[config.mk]
export PLATFORM = sky130hd
export DESIGN_NAME = mem_arbiter_flat
export DESIGN_NICKNAME = d
export VERILOG_FILES = /design/src/rtl/params_pkg.sv /design/src/rtl/mem_arbiter_if.sv /design/src/rtl/arb_priority.sv /design/src/rtl/mem_arbiter.sv /design/src/flat_wrapper.sv
export SDC_FILE = /design/constraint.sdc
export NUM_CORES = 1
export LEC_CHECK = 0
export BUFFER_PORTS_ARGS = -buffer_cell sky130_fd_sc_hd__buf_2
export CAP_MARGIN = 10
export CORE_MARGIN = 4
export CORE_UTILIZATION = 35
export DETAILED_ROUTE_END_ITERATION = 6
export PLACE_DENSITY = 0.7
export SLEW_MARGIN = 20
export SYNTH_ARGS = -nofsm -noshare
export SYNTH_HDL_FRONTEND = slang
export SYNTH_SLANG_ARGS = --single-unit
[constraint.sdc]
create_clock -name clk -period 2.22 [get_ports clk]
set_input_delay 0.444 -clock clk [delete_from_list [all_inputs] [get_ports clk]]
set_output_delay 0.444 -clock clk [all_outputs]
set_load 0.01 [all_outputs]
[src/rtl/params_pkg.sv]
// Shared widths, arbiter defaults and state/owner types for the CPU memory subsystem.
package params_pkg;

    localparam int ADDR_WIDTH           = 32;
    localparam int DATA_WIDTH           = 32;
    localparam int MAX_D_STREAK_DEFAULT = 4;
    localparam int TIMEOUT_DEFAULT      = 64;

    typedef enum logic [2:0] {
        IDLE    = 3'd0,
        ISSUE_I = 3'd1,
        ISSUE_D = 3'd2,
        WAIT_I  = 3'd3,
        WAIT_D  = 3'd4
    } arb_state_t;

    typedef enum logic {
        OWNER_I = 1'b0,
        OWNER_D = 1'b1
    } arb_owner_t;

    function automatic logic is_wait(input arb_state_t s);
        return (s == WAIT_I) || (s == WAIT_D);
    endfunction

endpackage

[src/rtl/mem_arbiter_if.sv]
// Request/response bundle between the fetch port, data port, arbiter and unified memory.
interface mem_arbiter_if;
    import params_pkg::*;

    logic                  if_req_valid;
    logic [ADDR_WIDTH-1:0] if_addr;
    logic                  if_resp_valid;
    logic [DATA_WIDTH-1:0] if_rdata;

    logic                  d_req_valid;
    logic                  d_we;
    logic [ADDR_WIDTH-1:0] d_addr;
    logic [DATA_WIDTH-1:0] d_wdata;
    logic                  d_resp_valid;
    logic [DATA_WIDTH-1:0] d_rdata;

    logic                  mem_req_valid;
    logic                  mem_we;
    logic [ADDR_WIDTH-1:0] mem_addr;
    logic [DATA_WIDTH-1:0] mem_wdata;
    logic                  mem_resp_valid;
    logic [DATA_WIDTH-1:0] mem_rdata;

    modport slave (
        input  if_req_valid, if_addr, d_req_valid, d_we, d_addr, d_wdata,
        input  mem_resp_valid, mem_rdata,
        output if_resp_valid, if_rdata, d_resp_valid, d_rdata,
        output mem_req_valid, mem_we, mem_addr, mem_wdata
    );

    modport master (
        output if_req_valid, if_addr, d_req_valid, d_we, d_addr, d_wdata,
        output mem_resp_valid, mem_rdata,
        input  if_resp_valid, if_rdata, d_resp_valid, d_rdata,
        input  mem_req_valid, mem_we, mem_addr, mem_wdata
    );

endinterface

[src/rtl/arb_priority.sv]
// Two-requester pick: data wins unless it has already taken MAX_D_STREAK grants past a waiting fetch.
module arb_priority
    import params_pkg::*;
#(
    parameter int MAX_D_STREAK = MAX_D_STREAK_DEFAULT,
    parameter int STREAK_W     = $clog2(MAX_D_STREAK + 1)
) (
    input  logic                if_req,
    input  logic                d_req,
    input  logic [STREAK_W-1:0] streak,
    output logic                grant,
    output arb_owner_t          owner
);

    localparam logic [STREAK_W-1:0] STREAK_MAX = STREAK_W'(MAX_D_STREAK);

    // priority decision
    always_comb begin
        grant = 1'b0;
        owner = OWNER_I;
        if (d_req && if_req) begin
            grant = 1'b1;
            owner = (streak < STREAK_MAX) ? OWNER_D : OWNER_I;
        end else if (d_req) begin
            grant = 1'b1;
            owner = OWNER_D;
        end else if (if_req) begin
            grant = 1'b1;
            owner = OWNER_I;
        end else begin
            grant = 1'b0;
            owner = OWNER_I;
        end
    end

endmodule

[src/rtl/mem_arbiter.sv]
// Serialises fetch and data requests onto one single-port memory, one transaction in flight,
// routing each response to its owner and flagging stray responses and timeouts.
module mem_arbiter
    import params_pkg::*;
#(
    parameter int MAX_D_STREAK = MAX_D_STREAK_DEFAULT,
    parameter int TIMEOUT      = TIMEOUT_DEFAULT
) (
    input  logic          clk,
    input  logic          rst,
    mem_arbiter_if.slave  bus,
    output logic          err_o
);

    localparam int STREAK_W = $clog2(MAX_D_STREAK + 1);
    localparam int TIMER_W  = (TIMEOUT > 1) ? $clog2(TIMEOUT) : 1;
    localparam logic [STREAK_W-1:0] STREAK_MAX = STREAK_W'(MAX_D_STREAK);
    localparam logic [TIMER_W-1:0]  TIMER_LAST = TIMER_W'(TIMEOUT - 1);

    arb_state_t            state_r, state_s;
    logic [STREAK_W-1:0]   streak_r, streak_s;
    logic [TIMER_W-1:0]    timer_r, timer_s;
    logic                  err_r, err_s;
    logic                  mem_req_r, mem_req_s;
    logic                  mem_we_r, mem_we_s;
    logic [ADDR_WIDTH-1:0] mem_addr_r, mem_addr_s;
    logic [DATA_WIDTH-1:0] mem_wdata_r, mem_wdata_s;

    logic                  grant_s;
    arb_owner_t            owner_s;

    arb_priority #(
        .MAX_D_STREAK (MAX_D_STREAK),
        .STREAK_W     (STREAK_W)
    ) u_priority (
        .if_req (bus.if_req_valid),
        .d_req  (bus.d_req_valid),
        .streak (streak_r),
        .grant  (grant_s),
        .owner  (owner_s)
    );

    // state and datapath registers
    always_ff @(posedge clk) begin
        if (!rst) begin
            state_r     <= IDLE;
            streak_r    <= '0;
            timer_r     <= '0;
            err_r       <= 1'b0;
            mem_req_r   <= 1'b0;
            mem_we_r    <= 1'b0;
            mem_addr_r  <= '0;
            mem_wdata_r <= '0;
        end else begin
            state_r     <= state_s;
            streak_r    <= streak_s;
            timer_r     <= timer_s;
            err_r       <= err_s;
            mem_req_r   <= mem_req_s;
            mem_we_r    <= mem_we_s;
            mem_addr_r  <= mem_addr_s;
            mem_wdata_r <= mem_wdata_s;
        end
    end

    // next-state, grant capture, streak and timeout bookkeeping
    always_comb begin
        state_s     = state_r;
        streak_s    = streak_r;
        timer_s     = timer_r;
        err_s       = err_r;
        mem_req_s   = 1'b0;
        mem_we_s    = mem_we_r;
        mem_addr_s  = mem_addr_r;
        mem_wdata_s = mem_wdata_r;

        // a response with nothing waiting for it is a protocol error
        if (bus.mem_resp_valid && !is_wait(state_r)) begin
            err_s = 1'b1;
        end else begin
            err_s = err_r;
        end

        case (state_r)
            IDLE: begin
                if (grant_s) begin
                    mem_req_s = 1'b1;
                    timer_s   = '0;
                    if (owner_s == OWNER_D) begin
                        state_s     = ISSUE_D;
                        mem_we_s    = bus.d_we;
                        mem_addr_s  = bus.d_addr;
                        mem_wdata_s = bus.d_wdata;
                        if (bus.if_req_valid) begin
                            streak_s = (streak_r < STREAK_MAX) ? streak_r + STREAK_W'(1) : streak_r;
                        end else begin
                            streak_s = '0;
                        end
                    end else begin
                        state_s     = ISSUE_I;
                        mem_we_s    = 1'b0;
                        mem_addr_s  = bus.if_addr;
                        mem_wdata_s = '0;
                        streak_s    = '0;
                    end
                end else begin
                    state_s = IDLE;
                end
            end
            ISSUE_I: begin
                state_s = WAIT_I;
            end
            ISSUE_D: begin
                state_s = WAIT_D;
            end
            WAIT_I, WAIT_D: begin
                if (bus.mem_resp_valid) begin
                    state_s = IDLE;
                end else if (timer_r == TIMER_LAST) begin
                    err_s   = 1'b1;
                    state_s = IDLE;
                end else begin
                    timer_s = timer_r + TIMER_W'(1);
                end
            end
            default: begin
                state_s = IDLE;
            end
        endcase
    end

    // responses pass straight through so the owner sees them in the memory's response cycle
    always_comb begin
        bus.if_resp_valid = 1'b0;
        bus.if_rdata      = '0;
        bus.d_resp_valid  = 1'b0;
        bus.d_rdata       = '0;
        if (bus.mem_resp_valid && (state_r == WAIT_I)) begin
            bus.if_resp_valid = 1'b1;
            bus.if_rdata      = bus.mem_rdata;
        end else if (bus.mem_resp_valid && (state_r == WAIT_D)) begin
            bus.d_resp_valid = 1'b1;
            bus.d_rdata      = mem_we_r ? '0 : bus.mem_rdata;
        end else begin
            bus.if_resp_valid = 1'b0;
            bus.d_resp_valid  = 1'b0;
        end
    end

    assign bus.mem_req_valid = mem_req_r;
    assign bus.mem_we        = mem_we_r;
    assign bus.mem_addr      = mem_addr_r;
    assign bus.mem_wdata     = mem_wdata_r;
    assign err_o             = err_r;

endmodule

[src/flat_wrapper.sv]
// flat-port wrapper written by rule: the top's interface ports become plain ports
module mem_arbiter_flat import params_pkg::*;
#(
    parameter int MAX_D_STREAK = MAX_D_STREAK_DEFAULT,
    parameter int TIMEOUT      = TIMEOUT_DEFAULT
)
  (clk, rst, err_o, bus_if_req_valid, bus_if_addr, bus_d_req_valid, bus_d_we, bus_d_addr, bus_d_wdata, bus_mem_resp_valid, bus_mem_rdata, bus_if_resp_valid, bus_if_rdata, bus_d_resp_valid, bus_d_rdata, bus_mem_req_valid, bus_mem_we, bus_mem_addr, bus_mem_wdata);
  mem_arbiter_if bus_i ();
  input  logic clk;
  input  logic rst;
  output logic err_o;
  input wire logic [$bits(bus_i.if_req_valid)-1:0] bus_if_req_valid;
  input wire logic [$bits(bus_i.if_addr)-1:0] bus_if_addr;
  input wire logic [$bits(bus_i.d_req_valid)-1:0] bus_d_req_valid;
  input wire logic [$bits(bus_i.d_we)-1:0] bus_d_we;
  input wire logic [$bits(bus_i.d_addr)-1:0] bus_d_addr;
  input wire logic [$bits(bus_i.d_wdata)-1:0] bus_d_wdata;
  input wire logic [$bits(bus_i.mem_resp_valid)-1:0] bus_mem_resp_valid;
  input wire logic [$bits(bus_i.mem_rdata)-1:0] bus_mem_rdata;
  output wire logic [$bits(bus_i.if_resp_valid)-1:0] bus_if_resp_valid;
  output wire logic [$bits(bus_i.if_rdata)-1:0] bus_if_rdata;
  output wire logic [$bits(bus_i.d_resp_valid)-1:0] bus_d_resp_valid;
  output wire logic [$bits(bus_i.d_rdata)-1:0] bus_d_rdata;
  output wire logic [$bits(bus_i.mem_req_valid)-1:0] bus_mem_req_valid;
  output wire logic [$bits(bus_i.mem_we)-1:0] bus_mem_we;
  output wire logic [$bits(bus_i.mem_addr)-1:0] bus_mem_addr;
  output wire logic [$bits(bus_i.mem_wdata)-1:0] bus_mem_wdata;
  assign bus_i.if_req_valid = bus_if_req_valid;
  assign bus_i.if_addr = bus_if_addr;
  assign bus_i.d_req_valid = bus_d_req_valid;
  assign bus_i.d_we = bus_d_we;
  assign bus_i.d_addr = bus_d_addr;
  assign bus_i.d_wdata = bus_d_wdata;
  assign bus_i.mem_resp_valid = bus_mem_resp_valid;
  assign bus_i.mem_rdata = bus_mem_rdata;
  assign bus_if_resp_valid = bus_i.if_resp_valid;
  assign bus_if_rdata = bus_i.if_rdata;
  assign bus_d_resp_valid = bus_i.d_resp_valid;
  assign bus_d_rdata = bus_i.d_rdata;
  assign bus_mem_req_valid = bus_i.mem_req_valid;
  assign bus_mem_we = bus_i.mem_we;
  assign bus_mem_addr = bus_i.mem_addr;
  assign bus_mem_wdata = bus_i.mem_wdata;
  mem_arbiter #(.MAX_D_STREAK(MAX_D_STREAK), .TIMEOUT(TIMEOUT)) u_core (.clk(clk), .rst(rst), .bus(bus_i), .err_o(err_o));
endmodule
==> out/results.tsv, run 1 <==
stage	metric	value	unit
status	status	finished, final reports clean	
setup_path	worst setup path category	register to output port	
logic_synthesis	Synth cell types	39	
placement	Setup WS pre-CTS	359	ps
sta	Final min period	2080	ps
power	Gate power share	0.240	
logic_synthesis	Cells after Synth	404	
hold_path	Worst Hold Class	input pin to register	
floorplan	Top Ports	267	
route	wire per inst	14.6	um
cells_and_area	diode count	0	
logic_synthesis	Yosys reg bits	79	
global_route	total grt overflow	0	
clocking	hold_buf cts	0	
clocking	worst skew pair latency	350	ps
power	Clock Power Share	0.322	
setup_path	slowest CP cell	dfxtp_2	
sta	accumulated negative setup slack	0	ps
floorplan	CORE AREA	10400	um2
cells_and_area	Nets	792	
route	Detail Route Antenna Nets	0	
logic_synthesis	syn_nets	540	
setup_path	Reg2Reg Depth	5	
sta	Worst Tran Pin Value	520	ps
cells_and_area	P&R area growth vs syn	45.2	%
setup_path	Data required, critical path	1780	ps
setup_path	crit-path max cell delay	430	ps
route	via count	3869	
power	Pleak	3.11	nW
cells_and_area	most frequent cells in the layout	buf_2, dfxtp_1, and2_1, nor2b_1, nand2_1	
power	sequential power share	0.438	
sta	fin crit share	0.939	
power	PwrDens	689	nW/um2
logic_synthesis	Async S/R FF share, synth	0	
sta	worst relative slew slack	0.654	
route	DRC viols	0	
floorplan	Initial Util	0.364	
sta	RSZ-0062 raised after global routing	no	
cells_and_area	commonest non-fill, non-tap cell in the layout	buf_2	
clocking	clock slew seen by the registers of the worst setup and hold paths	80	ps
logic_synthesis	Yosys Warn Count	0	
route	DR vias/cell	4.85	
placement	Detailed Place HPWL	9330	um
logic_synthesis	Main synth FF type	dfxtp_1	
clocking	CTS root buf	clkbuf_8	
setup_path	Critical Path Source Type	register	
logic_synthesis	Mapped Avg Cell Area	9.38	um2
sta	fmax	480	MHz
clocking	TritonCTS Sinks	79	
sta	final setup fails	0	
floorplan	die area	12600	um2
clocking	clock buffer depth	2	
job	Max Cap Viol	0	
setup_path	maximum fanout along the worst path	33	
setup_path	Critical Path End Type	output port	
clocking	CTS Buf Count	9	
logic_synthesis	Post-synth EDFFs	0	
logic_synthesis	Mapped Area	3790	um2
global_route	initial antenna violation count	0	
clocking	# H-tree levels	3	
hold_path	Worst Hold Depth	3	
global_route	first-pass GRT wire length	18200	um
power	worst vdd ir	0.397	mV
placement	GP Congestion	0.853	
floorplan	Die Span Y	112	um
floorplan	FP Rows	37	
power	Net Sw Frac	0.290	
route	final wirelength	11600	um
sta	Layout Skew	10.9	ps
floorplan	chip width	112	um
setup_path	critical path cell sequence	nor2b_1 -> and3_1 -> buf_6 -> and2_1 -> buf_2	
global_route	vias in the first global route	3790	
placement	port bufs	266	
global_route	largest net degree at the start of global routing	48	
sta	fin worst setup slack	136	ps
route	drt initial violations	115	
logic_synthesis	Seq/Total Area, Yosys	0.417	
power	sw power	0.00110	W
global_route	GRT Overall Usage	0.175	
route	drt first pass iters	6	
sta	Fin. Hold Viols	0	
power	Internal	0.00269	W
sta	Pins Over Slew Limit	0	
clocking	TritonCTS clock tree	built	
cells_and_area	share of cells above drive strength 1	0.455	
setup_path	Arr. time, crit path	1640	ps
==> what timing repair did <==
item	4_1_cts	5_1_grt
setup buffers	0	0
resized for setup	1	2
cloned	0	0
endpoints found under the setup margin	32	48
==> flip-flops by register name, summed over array words and instances, names as in the netlist <==
name,count
u_core.bus.mem_addr,32
u_core.bus.mem_wdata,32
u_core.timer_r,6
u_core.state_r,3
u_core.streak_r,3
u_core.bus.mem_req_valid,1
u_core.bus.mem_we,1
u_core.err_o,1
==> cell type report <==
class                           count  area (um2)
Fill cell                         970        4910
Multi-Input combinational cell    289        2070
Sequential cell                    79        1580
Timing Repair Buffer              275        1440
Tap cell                          136         170
Clock buffer                       12         155
Clock inverter                      4        76.3
Inverter                            2        7.51
==> cells by family after synthesis <==
group | count (synthesis) | synth area share
compound gates | 87 | 0.190
fa+ha+maj | 2 | 0.00660
simple gates | 166 | 0.255
xor+xnor | 1 | 0.00231
mux | 33 | 0.0871
buf+inv | 36 | 0.0416
flops | 79 | 0.417
==> power groups by stage <==
stage / clock network [W] / logic [W] / registers [W]
4_1_cts: 0.00126 / 0.000922 / 0.00166
2_1_floorplan: 0 / 0.000458 / 0.00175
6_report: 0.00122 / 0.000910 / 0.00166
5_1_grt: 0.00130 / 0.00101 / 0.00168
3_5_place_dp: 0 / 0.000919 / 0.00169
3_3_place_gp: 0 / 0.000899 / 0.00168
==> worst paths after layout <==
check	from	end	slack, ps
worst min register to register	u_core.streak_r[0]	u_core.streak_r[0]	490
worst max-delay path	u_core.state_r[1]	bus_if_rdata[16]	140
worst max register to register	u_core.timer_r[0]	u_core.timer_r[5]	410
worst min-delay path	bus_d_we	u_core.bus.mem_we	350
==> per-layer routing <==
metal,wire [um],vias up,global-route usage
li1,-,1907,-
met1,4410,1742,0.191
met2,5770,197,0.316
met3,1160,23,0.0512
met4,281,0,0.0761
met5,0,-,0
==> critical path, delay by kind of cell (launching register included) <==
| kind | cells | cell delay [ps] |
|---|---|---|
| flip-flops | 1 | 430 |
| buffers and inverters | 2 | 330 |
| AND/OR/NAND/NOR | 3 | 530 |
==> synth_stat cells, drive strengths merged (3+ instances only) <==
cell type | count | share of area
or3 | 4 | 0.0066
mux2i | 33 | 0.087
nor2 | 3 | 0.0030
nand3 | 3 | 0.0053
a22oi | 33 | 0.065
dfxtp | 79 | 0.42
and2 | 66 | 0.11
clkbuf | 18 | 0.018
o21ai | 5 | 0.0076
a21oi | 7 | 0.010
nand2 | 39 | 0.043
a21boi | 3 | 0.0059
buf | 16 | 0.022
nor2b | 38 | 0.063
o211a | 32 | 0.084
nor3 | 3 | 0.0053
==> per-stage QoR <==
| stage | power, W | hold slack [ps] | utilization | area (um2) | cells |
|---|---|---|---|---|---|
| 2_1_floorplan | 0.00220 | 443 | - | 3790 | 404 |
| 3_3_place_gp | 0.00258 | 451 | 0.506 | 5270 | 781 |
| 3_5_place_dp | 0.00261 | 478 | 0.506 | 5270 | 781 |
| 4_1_cts | 0.00384 | 328 | 0.528 | 5500 | 797 |
| 5_1_grt | 0.00399 | 348 | 0.529 | 5510 | 797 |
| 6_report | 0.00379 | 348 | 0.529 | 5510 | 797 |
Power figures use the tool's default switching activity.
==> run 2: changes to the inputs <==
Settings changed: SYNTH_HIERARCHICAL from default to 1.
==> run 2 against run 1 <==
  * The run now ends with negative setup slack left
  * Sequential share of layout area fell by 0.41 points
  * Synthesized cell count grew 9.9%
  * Synthesized area shrank 2.1%
  * Sequential power about the same
  * Register-to-register slack better by 60 ps
  * Flip-flop and latch count stayed put
  * Critical path type unchanged
  * Critical endpoint is now bus_d_rdata[12]
  * Largest cell class unchanged
==> out/results.tsv, run 2 <==
stage	metric	value	unit
status	status	finished, violations left	
status	failing checks	negative setup slack	
logic_synthesis	Mapped Avg Cell Area	8.36	um2
sta	Worst Tran Pin Value	537	ps
cells_and_area	Nets	837	
logic_synthesis	Main synth FF type	dfxtp_1	
clocking	TritonCTS clock tree	built	
route	wl on met1	4610	um
global_route	GRT Overall Usage	0.195	
sta	Pins Over Slew Limit	0	
placement	GP Congestion	0.923	
global_route	first-pass GRT wire length	19700	um
setup_path	R2R Setup Slk	470	ps
route	routed wl met3	1120	um
cells_and_area	fillcell total	942	
global_route	largest net degree at the start of global routing	80	
logic_synthesis	Yosys Warn Count	6	
setup_path	maximum fanout along the worst path	16	
job	Max Cap Viol	0	
clocking	# H-tree levels	3	
placement	Detailed Place HPWL	9490	um
sta	final setup fails	3	
logic_synthesis	Seq/Total Area, Yosys	0.426	
logic_synthesis	top post-synthesis cells by count	dfxtp_1, and2_1, a21oi_1	
route	drt initial violations	171	
sta	worst relative slew slack	0.642	
setup_path	worst setup path category	register to output port	
setup_path	Critical Path Source Type	register	
floorplan	die area	12300	um2
floorplan	Initial Util	0.360	
power	total power	0.00363	W
clocking	clock slew seen by the registers of the worst setup and hold paths	70	ps
clocking	CTS root buf	clkbuf_8	
setup_path	Data required, critical path	1780	ps
cells_and_area	P&R area growth vs syn	51.4	%
power	worst vdd ir	0.436	mV
setup_path	Critical Path End Type	output port	
route	drt first pass iters	4	
logic_synthesis	Yosys top cell area share	0.426	
logic_synthesis	Synth cell types	39	
logic_synthesis	top post-synthesis cells by area	dfxtp_1, and2_1, mux2i_1	
sta	Fin. Hold Viols	0	
route	top sig layer	met4	
logic_synthesis	Post-synth EDFFs	0	
logic_synthesis	Cells after Synth	444	
sta	fin worst setup slack	-18.6	ps
hold_path	Worst Hold Class	input pin to register	
route	wire per inst	15.1	um
sta	RSZ-0062 raised after global routing	yes	
sta	Layout Skew	5.04	ps
clocking	worst skew pair latency	340	ps
route	via count	4117	
route	DRC viols	0	
sta	fin crit share	1.01	
sta	Final min period	2240	ps
global_route	total grt overflow	0	
logic_synthesis	syn_nets	580	
floorplan	chip width	111	um
floorplan	FP Rows	37	
sta	fmax	447	MHz
global_route	vias in the first global route	4107	
floorplan	Die Span Y	111	um
power	Pleak	2.86	nW
logic_synthesis	Mapped Area	3710	um2
placement	Setup WS pre-CTS	206	ps
route	DR vias/cell	4.89	
route	final wirelength	12700	um
floorplan	Top Ports	267	
setup_path	Arr. time, crit path	1790	ps
logic_synthesis	most frequent cell after synthesis	dfxtp_1	
cells_and_area	share of cells above drive strength 1	0.460	
floorplan	CORE AREA	10300	um2
clocking	clock buffer depth	2	
route	met2 routed WL	6690	um
logic_synthesis	Async S/R FF share, synth	0	
placement	port bufs	266	
logic_synthesis	Yosys reg bits	79	
global_route	initial antenna violation count	2	
power	PwrDens	646	nW/um2
sta	final hold slack	365	ps
clocking	TritonCTS Sinks	79	
clocking	CTS Buf Count	9	
cells_and_area	most frequent cells in the layout	buf_2, dfxtp_1, and2_1, a21oi_1, nand2_1	
logic_synthesis	area leader, netlist	dfxtp_1	
route	Detail Route Antenna Nets	0	
cells_and_area	commonest non-fill, non-tap cell in the layout	buf_2	
## run 2: cell types whose count changed after synthesis, moves of 5 or more
| cell | previous run | this run |
|---|---|---|
| o211a_1 | 32 | 0 |
| nor2_1 | 3 | 38 |
| nand3_1 | 2 | 39 |
| a21oi_1 | 6 | 43 |
| a22oi_1 | 33 | 1 |
| nor2b_1 | 38 | 3 |
| buf_2 | 15 | 10 |
| a211oi_1 | 0 | 33 |
| clkbuf_1 | 18 | 26 |
## run 2: area by class of cell
type	count	area [um2]	share of cell area
inverters	3	11.3	0.00200
clock buffers	14	183	0.0325
multi-input cells	325	2030	0.361
diodes	2	5.00	0.000890
repair buffers	283	1630	0.290
well taps	136	170	0.0303
flip-flops and latches	79	1590	0.283
## run 2: worst max-delay path: stages (launching register included)
cell and delay [ps]:
dfxtp_4 340, or3b_4 400, nor3_4 230, buf_6 200, and2_1 150, buf_2 130
## run 2: logic make-up (layout without fill, tap and decap cells)
logic type	Yosys count	count (layout)	share of synthesized area
AND/OR/NAND/NOR	199	199	0.277
XOR/XNOR	1	1	0.00236
flip-flops	79	79	0.426
AO/OA/AOI/OAI	91	91	0.155
other	0	2	0
buffers and inverters	40	300	0.0458
adder cells (fa/ha/maj)	2	2	0.00674
multiplexers	32	32	0.0863
## run 2: routing by layer
layer,vias to the layer above,track usage
li1,2046,-
met1,1851,0.201
met2,198,0.357
met3,22,0.0568
met4,0,0.0985
met5,-,0
## run 2: path summary, 6_finish.rpt
kind,cells past startpoint,to,start
min reg2reg,2,u_core/bus.mem_wdata[1],u_core/bus.mem_wdata[1]
min,3,u_core/bus.mem_wdata[18],bus_d_wdata[18]
max reg2reg,6,u_core/timer_r[0],u_core/state_r[1]
max,5,bus_d_rdata[12],u_core/state_r[1]
## run 2: where the power goes
group | total, W | internal [W] | leakage (nW) | switching, W
Combinational | 0.000999 | 0.000429 | 2.11 | 0.000569
Sequential | 0.00165 | 0.00157 | 0.651 | 0.0000749
Clock | 0.000987 | 0.000517 | 0.0947 | 0.000470
## run 2: repair_timing
action / in CTS / in global routing
resized for setup: 11 / 36
hold buffers: 0 / 0
buffers inserted: 3 / 3
pin swaps: 0 / 15
endpoints found under the setup margin: 32 / 64
cloned: 2 / 0
## run 2: stage by stage
stage                      util  std cells  setup TNS (ps)  instance area, um2
after floorplan               -        444               0                3710
after global placement    0.503        818               0                5190
after detailed placement  0.503        818               0                5190
after CTS                 0.527        837            -189                5440
after global routing      0.545        842           -1800                5620
final                     0.545        842           -27.5                5620
